**src/rtl/if_fetch.sv**
```systemverilog
// rtl/if_fetch.sv - instruction-fetch stage: program counter, single-outstanding ibus requests, skid buffer
// Feeds the IF/ID register and reports hold_flag_if_o while a fetch is still pending.
module if_fetch #(
  parameter logic [63:0] RESET_PC = 64'h0000_0000_0000_0000,
  parameter logic [31:0] NOP_INST = 32'h0000_0013
) (
  input  logic        clk,
  input  logic        rst,
  input  logic        jump_en_i,
  input  logic [63:0] jump_addr_i,
  input  logic [1:0]  hold_flag_i,
  output logic        ibus_req_o,
  output logic [63:0] ibus_addr_o,
  input  logic        ibus_ack_i,
  input  logic [31:0] ibus_rdata_i,
  output logic [31:0] inst_o,
  output logic [63:0] inst_addr_o,
  output logic        hold_flag_if_o
);

  typedef enum logic [1:0] {
    S_IDLE    = 2'b00,
    S_REQ     = 2'b01,
    S_DISCARD = 2'b10,
    S_BUF     = 2'b11
  } state_t;

  state_t      state, state_next;
  logic [63:0] pc, pc_next;
  logic [63:0] redirect_pc, redirect_next;
  logic [63:0] buf_addr, buf_addr_next;
  logic [31:0] buf_inst, buf_inst_next;
  logic [31:0] inst_next;
  logic [63:0] inst_addr_next;
  logic        flush;
  logic        stall;
  logic [63:0] target;

  // Reserved hold encoding 00 behaves like a stall; only 11 lets the stage advance.
  assign flush  = jump_en_i | (hold_flag_i == 2'b01);
  assign stall  = !flush && (hold_flag_i != 2'b11);
  assign target = jump_addr_i & ~64'h3;

  // The bus address is always pc: during S_DISCARD the new target waits in redirect_pc.
  assign ibus_addr_o = pc;

  always_comb begin
    state_next     = state;
    pc_next        = pc;
    redirect_next  = redirect_pc;
    buf_inst_next  = buf_inst;
    buf_addr_next  = buf_addr;
    inst_next      = inst_o;
    inst_addr_next = inst_addr_o;
    ibus_req_o     = 1'b0;
    hold_flag_if_o = 1'b1;

    case (state)
      S_IDLE: begin
        if (flush) pc_next = target;
        state_next = S_REQ;
      end

      S_REQ: begin
        ibus_req_o     = 1'b1;
        hold_flag_if_o = !ibus_ack_i;
        if (flush) begin
          inst_next      = NOP_INST;
          inst_addr_next = 64'h0;
          if (ibus_ack_i) begin
            pc_next = target;
          end else begin
            redirect_next = target;
            state_next    = S_DISCARD;
          end
        end else if (stall) begin
          if (ibus_ack_i) begin
            buf_inst_next = ibus_rdata_i;
            buf_addr_next = pc;
            pc_next       = pc + 64'd4;
            state_next    = S_BUF;
          end
        end else if (ibus_ack_i) begin
          inst_next      = ibus_rdata_i;
          inst_addr_next = pc;
          pc_next        = pc + 64'd4;
        end else begin
          inst_next      = NOP_INST;
          inst_addr_next = 64'h0;
        end
      end

      S_DISCARD: begin
        ibus_req_o = 1'b1;
        if (flush) redirect_next = target;
        if (ibus_ack_i) begin
          pc_next    = flush ? target : redirect_pc;
          state_next = S_REQ;
        end
      end

      S_BUF: begin
        hold_flag_if_o = 1'b0;
        if (flush) begin
          pc_next        = target;
          inst_next      = NOP_INST;
          inst_addr_next = 64'h0;
          buf_inst_next  = NOP_INST;
          buf_addr_next  = 64'h0;
          state_next     = S_REQ;
        end else if (!stall) begin
          inst_next      = buf_inst;
          inst_addr_next = buf_addr;
          buf_inst_next  = NOP_INST;
          buf_addr_next  = 64'h0;
          state_next     = S_REQ;
        end
      end

      default: state_next = S_IDLE;
    endcase
  end

  always_ff @(posedge clk) begin
    if (rst) begin
      state       <= S_IDLE;
      pc          <= RESET_PC;
      redirect_pc <= RESET_PC;
      buf_inst    <= NOP_INST;
      buf_addr    <= 64'h0;
      inst_o      <= NOP_INST;
      inst_addr_o <= 64'h0;
    end else begin
      state       <= state_next;
      pc          <= pc_next;
      redirect_pc <= redirect_next;
      buf_inst    <= buf_inst_next;
      buf_addr    <= buf_addr_next;
      inst_o      <= inst_next;
      inst_addr_o <= inst_addr_next;
    end
  end

endmodule

```
**config.mk**
```make
export PLATFORM = sky130hd
export DESIGN_NAME = if_fetch
export DESIGN_NICKNAME = d
export VERILOG_FILES = /design/src/rtl/if_fetch.sv
export SDC_FILE = /design/constraint.sdc
export NUM_CORES = 1
export LEC_CHECK = 0
export ABC_AREA = 1
export CORE_ASPECT_RATIO = 0.75
export CORE_MARGIN = 2
export CORE_UTILIZATION = 51
export DETAILED_ROUTE_END_ITERATION = 7
export HOLD_SLACK_MARGIN = 0.15
export PLACE_DENSITY_LB_ADDON = 0.05
export SYNTH_ARGS = -nofsm -noshare
export SYNTH_HDL_FRONTEND = slang
export SYNTH_SLANG_ARGS = --single-unit
```
**constraint.sdc**
```tcl
create_clock -name clk -period 2.2 [get_ports clk]
set_input_delay 0.66 -clock clk [delete_from_list [all_inputs] [get_ports clk]]
set_output_delay 0.66 -clock clk [all_outputs]
set_load 0.01 [all_outputs]
```
==> flow_metrics.py, run 1 <==
metrics = {
    "floorplanning": {
        "row_count": 58,
        "die_area_sq_um": 35400,
        "ioPinCount": 264,
        "core_sq_um": 33500,
        "fp.dieH_um": 163,
        "chipWidth_um": 216,
        "initial_core_util": 0.516,
    },
    "power_and_ir_drop": {
        "peakVddDrop_v": 0.000622,
        "total_power_uw": 22100,
        "powerDensity_nw_per_um2": 937,
        "power_leakage_uw": 0.00875,
    },
    "setup_path": {
        "critPathBufInv": 4,
        "critPathMaxFanout": 3,
        "path_cells": "inv_2, ha_4, inv_4, nor2_4, a21oi_4, inv_2, buf_6",
        "cp_common_cell": "inv_2",
        "cp.arrival_ns": 1.53,
        "worstSetupEndpointType": "output pin",
        "critPathMaxStageDelay_ns": 0.33,
        "critPathTopFamily": "flip-flops",
        "start_kind": "flip-flop",
        "critPathSlowestCell": "dfxtp_2",
        "required_ns": 1.54,
        "crit_type": "flip-flop to output pin",
    },
    "yosys": {
        "syn_nets": 2661,
        "yosysSeqAreaShare": 0.373,
        "syn-instance-count": 2555,
        "syn_area_sq_um": 17300,
        "yosys.area_share.adder": 0.00290,
        "ys_top_cells_by_area": "dfxtp_1, nand2_1, a21oi_1",
        "synthMuxAreaShare": 0,
        "synth-async-reset-ratio": 0,
        "yosysTopAreaCellShare": 0.373,
        "yosysUniqueCellTypes": 40,
        "synth_top_family_by_area": "simple AND/OR/NAND/NOR gates",
        "synth_xor_area_frac": 0.00609,
        "synth-compound-area-share": 0.228,
        "yosys_most_used_dff": "dfxtp_1",
        "syn_avg_cell_area_sq_um": 6.76,
        "yosysTopAreaCell": "dfxtp_1",
        "synth_warnings": 0,
        "synth-simple-area-share": 0.319,
        "synth-seq-cells": 322,
        "synth_edf_count": 0,
    },
    "cells_and_area": {
        "fin_nets": 3007,
        "final_common_cell": "nand2_1",
        "layout_common_cells": "nand2_1, a21oi_1, dfxtp_1, nand3_1, buf_4",
        "drive_gt1_frac": 0.170,
        "final_area_sq_um": 23500,
        "synthToLayoutAreaGrowth_pct": 36.3,
    },
    "placed_design": {
        "place_area_sq_um": 21900,
        "hpwl_um": 43300,
        "place.gp.congestion": 1.01,
        "io_buffers": 261,
    },
    "route": {
        "wl_per_cell_um": 19.7,
        "drcViolationCount": 0,
        "drt_iter0_markers": 2595,
        "first_pass_iters": 6,
        "vias": 20471,
        "wl_um": 66500,
        "viasPerCell": 6.07,
        "drtAntennaViolNets": 0,
    },
    "global_route": {
        "overflow": 0,
        "track_usage": 0.354,
        "grt_pass1_wl_um": 100000,
        "grt_max_degree": 191,
        "antenna_found_initial": 2,
        "grt_pass1_vias": 18530,
    },
    "clock_network": {
        "clk_latency_ns": 0.54,
        "cts_tree": "built",
        "holdBufCountCts": 0,
        "cts.sinks": 322,
        "clock_path_buffers": 3,
        "htreeDepth": 2,
        "root_buffer": "clkbuf_16",
        "clkTransAtPathRegs_ns": 0.06,
        "cts_made_buffers": 35,
    },
    "outcome": {
        "outcome": "complete, no violations",
    },
    "sta": {
        "hold_viol": 0,
        "final_max_slew_viol_count": 0,
        "fin_crit_sh": 0.998,
        "tightest_slew_ns": 0.838,
        "slew_headroom": 0.441,
        "post-route-min-period_ns": 2.19,
        "fmax_ghz": 0.456,
        "fin_skew_ns": 0.0122,
        "finalSetupViolations": 0,
        "rsz0062_at_grt": "true",
    },
    "hold_path": {
        "worstHoldPathType": "flip-flop to flip-flop",
    },
    "run": {
        "drv_cap": 0,
    },
}
## cells in the mapped netlist, types with 4 or more instances
cell type  count
inv_2          9
o21ai_1        5
nand4_1      100
a21oi_2        7
nand3b_1       4
nor2_2        11
buf_2         74
inv_1         61
ha_1           4
o211ai_1      35
nor2_4         7
nor2_1       199
a311oi_1      92
nand3_1      266
o21bai_1       7
clkbuf_1     131
o21ai_0       85
a21oi_1      436
buf_1         10
dfxtp_1      322
nand2_2       14
buf_4          7
or2_2         30
xor2_1         9
nand2_1      600
## where the power goes
part	switching [uW]	internal, uW	total (uW)
Combinational	4750	3750	8510
Sequential	938	6930	7860
Clock	2490	3210	5700
Total	8180	13900	22100
## area by class of cell
cell class                      instances  area [sq um]
Timing Repair Buffer                  530          5210
Timing Repair inverter                  1          5.00
Inverter                               73           287
Multi-Input combinational cell       1938          9830
Fill cell                            2826          9910
Sequential cell                       322          6580
Tap cell                              450           563
Clock buffer                           52          1020
Clock inverter                          6          45.0
Antenna cell                            2          5.00
## tightest hold or removal path, cell delays in order, from the launching register on
cell     delay [ns]
dfxtp_1        0.31
nand2_1        0.06
a21oi_1        0.05
## cell families (layout without fill, tap and decap cells)
group / Yosys count / after routing
simple gates: 1240 / 1240
flops: 322 / 322
buf+inv: 295 / 662
xor+xnor: 12 / 12
compound gates: 682 / 682
other cells: 0 / 2
fa+ha+maj: 4 / 4
## what timing repair did
action	4_1_cts	5_1_grt
pin swaps	1	7
gates resized for setup	138	42
setup endpoints to repair	68	45
gates cloned	1	6
buffers inserted	4	8
## registers in the layout, summed over array words and instances, names as in the netlist
name and flops:
buf_addr 64, redirect_pc 64, state 2, inst_o 32
buf_inst 32, inst_addr_o 64, ibus_addr_o 64
## final timing paths
path | startpoint | endpoint | slack [ns] | cells after the start
setup / recovery | state[1] | hold_flag_if_o | 0.005 | 7
hold / removal | buf_addr[63] | buf_addr[63] | 0.46 | 2
setup reg to reg | state[0] | inst_o[4] | 0.13 | 8
hold reg to reg | buf_addr[63] | buf_addr[63] | 0.46 | 2
## routing by layer
metal	vias to the layer above	GRT usage	share of wire
met4	0	0.158	0.043
met2	1132	0.559	0.45
met5	-	0	0
met3	183	0.0607	0.097
li1	9575	-	-
met1	9581	0.475	0.41
## metrics by stage
stage / utilization / setup slack [ns] / hold WS (ns) / TNS [ns] / cells
floorplan: - / 0.270 / 0.440 / 0 / 2555
global placement: 0.655 / -0.399 / 0.447 / -105.45 / 3295
detailed placement: 0.655 / -0.428 / 0.454 / -109.97 / 3295
CTS: 0.692 / 0.00166 / 0.462 / 0 / 3358
global route: 0.704 / -0.0317 / 0.476 / -0.0335 / 3373
finish: 0.704 / 0.00529 / 0.460 / 0 / 3374
Note: power is estimated with default switching activity, not from simulation.
==> run 2, diff against run 1 <==
--- a/config.mk
+++ b/config.mk
@@ -6,6 +6,8 @@
 export NUM_CORES = 1
 export LEC_CHECK = 0
 export ABC_AREA = 1
+export ABC_CLOCK_PERIOD_IN_PS = 2200
+export CAP_MARGIN = 0
 export CORE_ASPECT_RATIO = 0.75
 export CORE_MARGIN = 2
 export CORE_UTILIZATION = 51
==> results of run 2 <==
Same layout as run 1: the final DEF is identical, and so are final timing and power.
